===== src/rtl/leg_hazard_ctrl_pkg.sv =====
// Shared types for the LEGv8 hazard controller: forwarding-select encodings
// and the shadow-pipeline slot layout.
package leg_hazard_ctrl_pkg;

  // Slot register fields are sized for the widest supported address (AW <= MAX_AW).
  localparam int MAX_AW = 8;

  localparam logic [1:0] FWD_RF  = 2'b00;
  localparam logic [1:0] FWD_WB  = 2'b01;
  localparam logic [1:0] FWD_MEM = 2'b10;

  typedef logic [MAX_AW-1:0] reg_id_t;

  typedef struct packed {
    logic    valid;
    logic    regwrite;
    logic    memread;
    reg_id_t rd;
  } slot_t;

  localparam slot_t SLOT_EMPTY = '0;

endpackage


===== src/rtl/leg_hazard_ctrl_if.sv =====
// Bundle of ID-stage instruction fields, pipeline control inputs and the
// hazard/forwarding outputs of leg_hazard_ctrl.
interface leg_hazard_ctrl_if #(
  parameter int AW  = 5,
  parameter int NRD = 2,
  parameter int CW  = 16
);
  // id_valid qualifies all id_* fields; stall_if is the back-pressure, and while
  // it is high (or freeze is high) the ID side presents the same instruction again.
  logic              id_valid;
  logic [NRD*AW-1:0] id_rs;
  logic [NRD-1:0]    id_rs_used;
  logic [AW-1:0]     id_rd;
  logic              id_regwrite;
  logic              id_memread;
  logic              ex_branch_taken;
  logic              mem_busy;
  logic              stall_if;
  logic              flush_ifid;
  logic              flush_idex;
  logic              freeze;
  logic [2*NRD-1:0]  fwd_sel;
  logic [CW-1:0]     stall_cnt;
  logic [CW-1:0]     flush_cnt;

  modport master (
    output id_valid, id_rs, id_rs_used, id_rd, id_regwrite, id_memread,
           ex_branch_taken, mem_busy,
    input  stall_if, flush_ifid, flush_idex, freeze, fwd_sel, stall_cnt, flush_cnt
  );

  modport slave (
    input  id_valid, id_rs, id_rs_used, id_rd, id_regwrite, id_memread,
           ex_branch_taken, mem_busy,
    output stall_if, flush_ifid, flush_idex, freeze, fwd_sel, stall_cnt, flush_cnt
  );

endinterface


===== src/rtl/leg_fwd_cmp.sv =====
// Forwarding select for one EX source operand against the MEM and WB shadow slots.
module leg_fwd_cmp
  import leg_hazard_ctrl_pkg::*;
#(
  parameter int ZREG = 31
) (
  input  reg_id_t    rs_i,
  input  logic       rs_used_i,
  input  logic       ex_valid_i,
  input  slot_t      mem_i,
  input  slot_t      wb_i,
  output logic [1:0] sel_o
);

  // Load data only exists once the slot reaches WB, so a load in MEM is not a source.
  function automatic logic fwdable(slot_t s, logic data_ready, reg_id_t rs);
    return s.valid & s.regwrite & (~s.memread | data_ready) &
           (s.rd == rs) & (s.rd != reg_id_t'(ZREG));
  endfunction

  logic mem_hit;
  logic wb_hit;

  assign mem_hit = ex_valid_i & rs_used_i & fwdable(mem_i, 1'b0, rs_i);
  assign wb_hit  = ex_valid_i & rs_used_i & fwdable(wb_i, 1'b1, rs_i);

  always_comb begin
    sel_o = FWD_RF;
    if (mem_hit) begin
      sel_o = FWD_MEM;
    end else if (wb_hit) begin
      sel_o = FWD_WB;
    end
  end

endmodule


===== src/rtl/leg_hazard_ctrl.sv =====
// Load-use / branch-flush / memory-freeze controller for a 5-stage LEGv8 pipeline,
// tracking EX, MEM and WB in a shadow pipeline to drive the forwarding muxes.
module leg_hazard_ctrl
  import leg_hazard_ctrl_pkg::*;
#(
  parameter int AW   = 5,
  parameter int NRD  = 2,
  parameter int ZREG = 31,
  parameter int CW   = 16
) (
  input logic             clk,
  input logic             reset,
  leg_hazard_ctrl_if.slave bus
);

  slot_t             ex_q, ex_d, mem_q, mem_d, wb_q, wb_d;
  logic [NRD*AW-1:0] ex_rs_q, ex_rs_d;
  logic [NRD-1:0]    ex_used_q, ex_used_d;
  logic [CW-1:0]     stall_cnt_q, stall_cnt_d, flush_cnt_q, flush_cnt_d;

  logic rs_match, load_use, active, branch, stall;
  logic [2*NRD-1:0] fwd_sel;

  always_comb begin
    rs_match = 1'b0;
    for (int k = 0; k < NRD; k++) begin
      if (bus.id_rs_used[k] && (reg_id_t'(bus.id_rs[k*AW +: AW]) == ex_q.rd)) begin
        rs_match = 1'b1;
      end
    end
  end

  assign load_use = bus.id_valid & ex_q.valid & ex_q.memread & ex_q.regwrite &
                    (ex_q.rd != reg_id_t'(ZREG)) & rs_match;

  // Freeze beats branch, branch beats load-use; reset silences everything but freeze.
  assign active = ~reset & ~bus.mem_busy;
  assign branch = active & bus.ex_branch_taken;
  assign stall  = active & ~bus.ex_branch_taken & load_use;

  assign bus.freeze     = bus.mem_busy;
  assign bus.stall_if   = stall;
  assign bus.flush_ifid = branch;
  assign bus.flush_idex = branch | stall;
  assign bus.stall_cnt  = stall_cnt_q;
  assign bus.flush_cnt  = flush_cnt_q;
  assign bus.fwd_sel    = fwd_sel;

  always_comb begin
    ex_d        = ex_q;
    mem_d       = mem_q;
    wb_d        = wb_q;
    ex_rs_d     = ex_rs_q;
    ex_used_d   = ex_used_q;
    stall_cnt_d = stall_cnt_q;
    flush_cnt_d = flush_cnt_q;
    if (!bus.mem_busy) begin
      wb_d      = mem_q;
      mem_d     = ex_q;
      ex_rs_d   = bus.id_rs;
      ex_used_d = bus.id_rs_used;
      if (branch || stall) begin
        ex_d = SLOT_EMPTY;
      end else begin
        ex_d = '{valid: bus.id_valid, regwrite: bus.id_regwrite,
                 memread: bus.id_memread, rd: reg_id_t'(bus.id_rd)};
      end
      if (stall && (stall_cnt_q != '1)) stall_cnt_d = stall_cnt_q + CW'(1);
      if (branch && (flush_cnt_q != '1)) flush_cnt_d = flush_cnt_q + CW'(1);
    end
  end

  always_ff @(posedge clk) begin
    if (reset) begin
      ex_q        <= SLOT_EMPTY;
      mem_q       <= SLOT_EMPTY;
      wb_q        <= SLOT_EMPTY;
      ex_rs_q     <= '0;
      ex_used_q   <= '0;
      stall_cnt_q <= '0;
      flush_cnt_q <= '0;
    end else begin
      ex_q        <= ex_d;
      mem_q       <= mem_d;
      wb_q        <= wb_d;
      ex_rs_q     <= ex_rs_d;
      ex_used_q   <= ex_used_d;
      stall_cnt_q <= stall_cnt_d;
      flush_cnt_q <= flush_cnt_d;
    end
  end

  for (genvar k = 0; k < NRD; k++) begin : g_fwd
    leg_fwd_cmp #(.ZREG(ZREG)) u_cmp (
      .rs_i      (reg_id_t'(ex_rs_q[k*AW +: AW])),
      .rs_used_i (ex_used_q[k]),
      .ex_valid_i(ex_q.valid & ~reset),
      .mem_i     (mem_q),
      .wb_i      (wb_q),
      .sel_o     (fwd_sel[2*k +: 2])
    );
  end

endmodule


===== src/flat_wrapper.sv =====
// flat-port wrapper written by rule: the top's interface ports become plain ports
module leg_hazard_ctrl_flat import leg_hazard_ctrl_pkg::*;
#(
  parameter int AW   = 5,
  parameter int NRD  = 2,
  parameter int ZREG = 31,
  parameter int CW   = 16
)
  (clk, reset, bus_id_valid, bus_id_rs, bus_id_rs_used, bus_id_rd, bus_id_regwrite, bus_id_memread, bus_ex_branch_taken, bus_mem_busy, bus_stall_if, bus_flush_ifid, bus_flush_idex, bus_freeze, bus_fwd_sel, bus_stall_cnt, bus_flush_cnt);
  leg_hazard_ctrl_if #(.AW(AW), .NRD(NRD), .CW(CW)) bus_i ();
  input logic clk;
  input logic reset;
  input wire logic [$bits(bus_i.id_valid)-1:0] bus_id_valid;
  input wire logic [$bits(bus_i.id_rs)-1:0] bus_id_rs;
  input wire logic [$bits(bus_i.id_rs_used)-1:0] bus_id_rs_used;
  input wire logic [$bits(bus_i.id_rd)-1:0] bus_id_rd;
  input wire logic [$bits(bus_i.id_regwrite)-1:0] bus_id_regwrite;
  input wire logic [$bits(bus_i.id_memread)-1:0] bus_id_memread;
  input wire logic [$bits(bus_i.ex_branch_taken)-1:0] bus_ex_branch_taken;
  input wire logic [$bits(bus_i.mem_busy)-1:0] bus_mem_busy;
  output wire logic [$bits(bus_i.stall_if)-1:0] bus_stall_if;
  output wire logic [$bits(bus_i.flush_ifid)-1:0] bus_flush_ifid;
  output wire logic [$bits(bus_i.flush_idex)-1:0] bus_flush_idex;
  output wire logic [$bits(bus_i.freeze)-1:0] bus_freeze;
  output wire logic [$bits(bus_i.fwd_sel)-1:0] bus_fwd_sel;
  output wire logic [$bits(bus_i.stall_cnt)-1:0] bus_stall_cnt;
  output wire logic [$bits(bus_i.flush_cnt)-1:0] bus_flush_cnt;
  assign bus_i.id_valid = bus_id_valid;
  assign bus_i.id_rs = bus_id_rs;
  assign bus_i.id_rs_used = bus_id_rs_used;
  assign bus_i.id_rd = bus_id_rd;
  assign bus_i.id_regwrite = bus_id_regwrite;
  assign bus_i.id_memread = bus_id_memread;
  assign bus_i.ex_branch_taken = bus_ex_branch_taken;
  assign bus_i.mem_busy = bus_mem_busy;
  assign bus_stall_if = bus_i.stall_if;
  assign bus_flush_ifid = bus_i.flush_ifid;
  assign bus_flush_idex = bus_i.flush_idex;
  assign bus_freeze = bus_i.freeze;
  assign bus_fwd_sel = bus_i.fwd_sel;
  assign bus_stall_cnt = bus_i.stall_cnt;
  assign bus_flush_cnt = bus_i.flush_cnt;
  leg_hazard_ctrl #(.AW(AW), .NRD(NRD), .ZREG(ZREG), .CW(CW)) u_core (.clk(clk), .reset(reset), .bus(bus_i));
endmodule

===== config.mk =====
export PLATFORM = sky130hd
export DESIGN_NAME = leg_hazard_ctrl_flat
export DESIGN_NICKNAME = d
export VERILOG_FILES = /design/src/rtl/leg_hazard_ctrl_pkg.sv /design/src/rtl/leg_hazard_ctrl_if.sv /design/src/rtl/leg_fwd_cmp.sv /design/src/rtl/leg_hazard_ctrl.sv /design/src/flat_wrapper.sv
export SDC_FILE = /design/constraint.sdc
export NUM_CORES = 1
export LEC_CHECK = 0
export CAP_MARGIN = 20
export CORE_UTILIZATION = 45
export DETAILED_ROUTE_END_ITERATION = 7
export PLACE_DENSITY_LB_ADDON = 0.15
export SYNTH_ARGS = -nofsm -noshare
export SYNTH_HDL_FRONTEND = slang
export SYNTH_SLANG_ARGS = --single-unit
export TNS_END_PERCENT = 20

===== constraint.sdc =====
create_clock -name clk -period 5.6 [get_ports clk]
set_clock_uncertainty 0.15 [all_clocks]
set_input_delay 0.56 -clock clk [delete_from_list [all_inputs] [get_ports clk]]
set_output_delay 0.56 -clock clk [all_outputs]
set_load 0.01 [all_outputs]

==> results of run 1 <==
[worst max path at each step]
stage                       startpoint              to  slack [ns]  cells after the start
final                     bus_mem_busy  bus_flush_idex        1.97                      6
after global routing             reset  bus_fwd_sel[2]        1.84                      8
after CTS                 bus_mem_busy  bus_flush_idex        1.97                      6
after detailed placement  bus_mem_busy  bus_flush_idex        1.99                      6
after global placement    bus_mem_busy  bus_flush_idex        2.04                      6
after floorplan           bus_id_rs[2]  bus_flush_idex        3.01                      6
[routing by layer]
| metal | vias up | part of all wire |
|---|---|---|
| li1 | 1453 | - |
| met1 | 1406 | 0.48 |
| met2 | 49 | 0.48 |
| met3 | 10 | 0.028 |
| met4 | 0 | 0.016 |
| met5 | - | 0 |
[cells by family (layout without fill, tap and decap cells)]
logic type               Yosys count  count (layout)  synth area share
AO/OA/AOI/OAI                     45              45            0.1032
multiplexers                      37              37            0.1134
XOR/XNOR                          40              40            0.1055
flip-flops                        67              67            0.4038
buffers and inverters             25              89           0.03201
AND/OR/NAND/NOR                  155             155            0.2347
adder cells (fa/ha/maj)            2               2          0.007532
[power breakdown]
part           internal, mW  switching, mW
clock network         0.205          0.191
registers             0.486         0.0134
logic                0.0386         0.0352
[critical path, cell delays in order]
cell,delay (ns)
buf_2,0.39
or4b_4,0.69
a211oi_4,0.33
nor2b_1,0.28
or2_2,0.15
clkdlybuf4s50_1,0.52
[cells in the final DEF, fill, tap and decap left out, drive strengths merged, types with 4 or more instances in the layout]
cell and instances:
buf 4, a2111oi 4, nor2b 6, mux2 5, nor4 12, nor2 58, and3 6, inv 8
or4 4, clkdlybuf4s50 61, mux2i 32, clkbuf 10, nand2 17, nand4 11, clkinv 5, xor2 21
a211oi 5, or2 4, a22o 7, nor3 4, nand3 20, dfxtp 67, or3 4, xnor2 19
o21ai 4, a21oi 11
[sequential cells by signal, summed over array words and instances (netlist names)]
signal and count:
u_core.bus.stall_cnt 16, u_core.ex_q 8, u_core.ex_used_q 2, u_core.ex_rs_q 10
u_core.mem_q 8, u_core.wb_q 7, u_core.bus.flush_cnt 16
[through the flow]
| step | setup slack [ns] | cell area, um2 | power, mW | cells | util |
|---|---|---|---|---|---|
| 2_1_floorplan | 3.010 | 3322 | 0.5507 | 371 | - |
| 3_3_place_gp | 2.037 | 3998 | 0.5829 | 514 | 0.5757 |
| 3_5_place_dp | 1.990 | 3998 | 0.5841 | 514 | 0.5757 |
| 4_1_cts | 1.975 | 4189 | 0.9756 | 530 | 0.6032 |
| 5_1_grt | 1.842 | 4194 | 1.008 | 531 | 0.6040 |
| 6_report | 1.971 | 4194 | 0.9686 | 531 | 0.6040 |
[cell type report]
class,count,area (um2)
fillers,630,2750
multi-input cells,279,1874
repair buffers,66,640.6
clock buffers,9,123.9
clock inverters,7,67.56
inverters,7,26.28
flip-flops and latches,67,1341
well taps,96,120.1
==> flow_summary.yaml, run 1 <==
outcome:
  run_status: "finished clean"
sta:
  layout_min_cycle_time_ns: 3.629
  max_freq_ghz: 0.2756
  timing.max_slew.rel_slack: 0.3802
  rsz0062_at_grt: "false"
  post-route-period-util: 0.6480
  worst_slew_pin_slew_ns: 0.9297
  slew_viol_final: 0
  final_hold_viol_count: 0
  setup_viol: 0
  whs_ns: 0.3513
  tns_ns: 0
clocking:
  cts_setup_buffers: 0
  clockBufferDepth: 2
  htree_levels: 3
  tritoncts: "yes"
  clock-root-buffer: "clkbuf_8"
  cts.reportedPaths.clkPinSlew_ns: 0.07
  clk_latency_ns: 0.34
  cts_buffers: 9
  postCtsHoldBufs: 0
  cts_resized: 0
  clock_sinks: 67
global_route:
  grt_pass1_wl_um: 12810
  globalRouteTotalUtil: 0.2181
  grt_util_met2: 0.3481
  antenna_found_initial: 0
  grt_pass1_vias: 2669
  grt_max_degree: 37
  grt-busiest-layer: "met2"
  use_met1: 0.2901
  grt_overflow: 0
  grt_use_met3: 0.03770
logic_synthesis:
  synth_ff_type: "dfxtp_1"
  syn_area_mm2: 0.003322
  ys_warn_count: 0
  syn_avg_cell_area_um2: 8.954
  seq_area_frac_synth: 0.4038
  synth_edf_count: 0
  yosysTopAreaCell: "dfxtp_1"
  yosysMostFrequentCell: "dfxtp_1"
  synth_top_area_share: 0.4038
  async_reset_ff_frac: 0
  ys_seq_elements: 67
  syn_nets: 397
  synth_common_cells: "67 x dfxtp_1, 58 x nor2_1, 32 x mux2i_1, 21 x xor2_1, 20 x nand3_1"
  yosysUniqueCellTypes: 45
  ys_top_cells_by_area: "dfxtp_1 40%, mux2i_1 9.6%, nor2_1 6.6%, xor2_1 5.5%, xnor2_1 5.0%"
  syn_inst: 371
detailed_routing:
  num_vias: 2918
  firstDrtPassIters: 4
  wirelength_um: 7967
  remaining_drc_errors: 0
  postRouteAntennaNets: 0
  vias_per_cell: 5.495
  avgRoutedWirePerCell_um: 15.00
  drt_iter0_markers: 95
power:
  leakagePower_nw: 1.589
  powerDensity_mw_per_mm2: 230.9
  peakVddDrop_mv: 0.1448
finish:
  syn2layout_area_growth_pct: 26.25
  nets: 456
  drive_gt1_frac: 0.07816
  diodes: 0
placed_design:
  io_buffers: 63
  gp_congestion: 0.8427
  dp_hpwl_um: 5661
critical_path:
  arrival_ns: 2.92
  end_kind: "primary output"
  crit_required_ns: 4.89
  reg2reg_slack_ns: 3.02
  r2r-start: "u_core.ex_q[4]"
  worstSetupPathType: "primary input to primary output"
  worst_r2r_path_depth: 6
  worstSetupStartpointType: "primary input"
  r2r-end: "u_core.ex_q[8]"
  path_max_fanout: 34
worst_hold_path:
  hold_path_startpoint: "u_core.wb_q[9]"
  min_path_cells: 2
  hp-class: "flip-flop to flip-flop"
  holdPathEnd: "u_core.wb_q[9]"
flow_run:
  maxCapViolations: 0
die:
  die_area_mm2: 0.007730
  coreArea_mm2: 0.006944
  core.rowCount: 30
  io_pins: 64
  fp.dieH_um: 87.92
  die_x_um: 87.92
  start_util: 0.4784
Note: power is estimated with default switching activity, not from simulation.
==> inputs of run 2 (changes only) <==
Clock period 5.6 ns to 3 ns, I/O delays scaled along.
==> run 2 against run 1 <==
Net effect:
- via count is 1.6% higher
- clock-buffer cell count rose by 2
- critical path depth unchanged
- sequential power increased by 87%
- clock power up 130%
- die area stayed put
- largest power group unchanged
==> flow_summary.yaml, run 2 (same netlist as run 1, synthesis figures left out) <==
critical_path:
  arrival_ns: 2.42
  worst_path_max_delay_cell: "clkdlybuf4s50_1"
  end_kind: "primary output"
  cp_slowest_stage_delay_ns: 0.53
  crit_required_ns: 2.55
  path_max_fanout: 4
  worstSetupStartpointType: "flip-flop"
  worstSetupPathType: "flip-flop to primary output"
  path_cells: "xor2_1, nor4_1, a32oi_1, nor2b_2, or2_2, clkdlybuf4s50_1"
flow_run:
  maxCapViolations: 0
clocking:
  postCtsHoldBufs: 0
  clk_latency_ns: 0.33
  cts.reportedPaths.clkPinSlew_ns: 0.07
  clock-root-buffer: "clkbuf_8"
  cts_buffers: 9
  htree_levels: 3
  clockBufferDepth: 2
  tritoncts: "yes"
  clock_sinks: 67
detailed_routing:
  vias_per_cell: 5.503
  avgRoutedWirePerCell_um: 15.33
  remaining_drc_errors: 0
  drt_iter0_markers: 103
  firstDrtPassIters: 4
  wirelength_um: 8261
  postRouteAntennaNets: 0
  num_vias: 2966
sta:
  layout_min_cycle_time_ns: 2.869
  final_hold_viol_count: 0
  worst_slew_pin_slew_ns: 0.6035
  max_freq_ghz: 0.3485
  timing.max_slew.rel_slack: 0.5940
  post-route-period-util: 0.9564
  setup_ws_ns: 0.1308
  tns_ns: 0
  setup_viol: 0
  slew_viol_final: 0
  rsz0062_at_grt: "false"
finish:
  final_common_cell: "dfxtp_1"
  syn2layout_area_growth_pct: 29.76
  diodes: 0
  nets: 464
  fillCellCount: 610
  drive_gt1_frac: 0.09707
  final_cell_mix: "66 x dfxtp_1, 61 x clkdlybuf4s50_1, 58 x nor2_1"
  final_util: 0.6207
  fin_cells: 539
power:
  peakVddDrop_mv: 0.2519
  powerDensity_mw_per_mm2: 462.1
  leakagePower_nw: 1.652
  fin_total_pwr_mw: 1.992
die:
  die_area_mm2: 0.007730
  start_util: 0.4784
  core.rowCount: 30
  coreArea_mm2: 0.006944
  fp.dieH_um: 87.92
  die_x_um: 87.92
  io_pins: 64
placed_design:
  dpl.cell_count: 523
  dp_hpwl_um: 5879
  io_buffers: 63
  place_ws_ns: 0.08013
  gp_congestion: 0.9014
worst_hold_path:
  hp-class: "primary input to flip-flop"
outcome:
  run_status: "finished clean"
global_route:
  globalRouteTotalUtil: 0.2306
  grt_pass1_vias: 2796
  grt_max_degree: 37
  antenna_found_initial: 0
  grt_overflow: 0
  grt_pass1_wl_um: 13630
run 2: area by class of cell:
| cell class | count | area [um2] | share of cell area |
|---|---|---|---|
| Clock inverter | 5 | 100.1 | 0.02322 |
| Tap cell | 96 | 120.1 | 0.02787 |
| Clock buffer | 11 | 141.4 | 0.03280 |
| Sequential cell | 67 | 1343 | 0.3115 |
| Inverter | 7 | 26.28 | 0.006096 |
| Timing Repair Buffer | 74 | 703.2 | 0.1631 |
| Multi-Input combinational cell | 279 | 1877 | 0.4354 |
run 2: metal layers:
layer | GRT usage | wire length [um] | vias up
met4 | 0.07452 | 92 | 0
met3 | 0.04524 | 369 | 7
met5 | 0 | 0 | -
met2 | 0.3587 | 3851 | 69
li1 | - | - | 1463
met1 | 0.3207 | 3947 | 1427
run 2: path summary, 6_finish.rpt:
path                                      start         endpoint  slack [ns]  cells past startpoint
worst min register to register  u_core.mem_q[8]  u_core.mem_q[8]        0.35                      2
worst min-delay path               bus_mem_busy  u_core.ex_q[10]        0.20                      3
worst max register to register   u_core.ex_q[4]   u_core.ex_q[0]        0.45                      6
worst max-delay path             u_core.ex_q[4]   bus_flush_idex        0.13                      6
run 2: report_power, final:
part,internal (mW),switching (mW),total (mW)
Combinational,0.0753,0.0694,0.145
Clock,0.573,0.344,0.917
Sequential,0.907,0.0235,0.931
Total,1.56,0.437,1.99
run 2: timing repair:
item                                    CTS  global route
setup buffers                             0             0
gates resized for setup                   0             2
endpoints found under the setup margin    0             1
run 2: worst max-delay path: cells and delay by family (launching register included):
| family | cells | cell delay, ns |
|---|---|---|
| buffers and inverters | 1 | 0.53 |
| AOI/OAI and AO/OA | 1 | 0.23 |
| and+or+nand+nor | 3 | 0.74 |
| xor gates and xnor gates | 1 | 0.11 |
| DFF | 1 | 0.48 |
run 2: metrics by stage:
step / hold slack, ns / instance area (um2)
2_1_floorplan: 0.2828 / 3322
3_3_place_gp: 0.3221 / 4065
3_5_place_dp: 0.3400 / 4065
4_1_cts: 0.1886 / 4307
5_1_grt: 0.2078 / 4310
6_report: 0.1968 / 4310
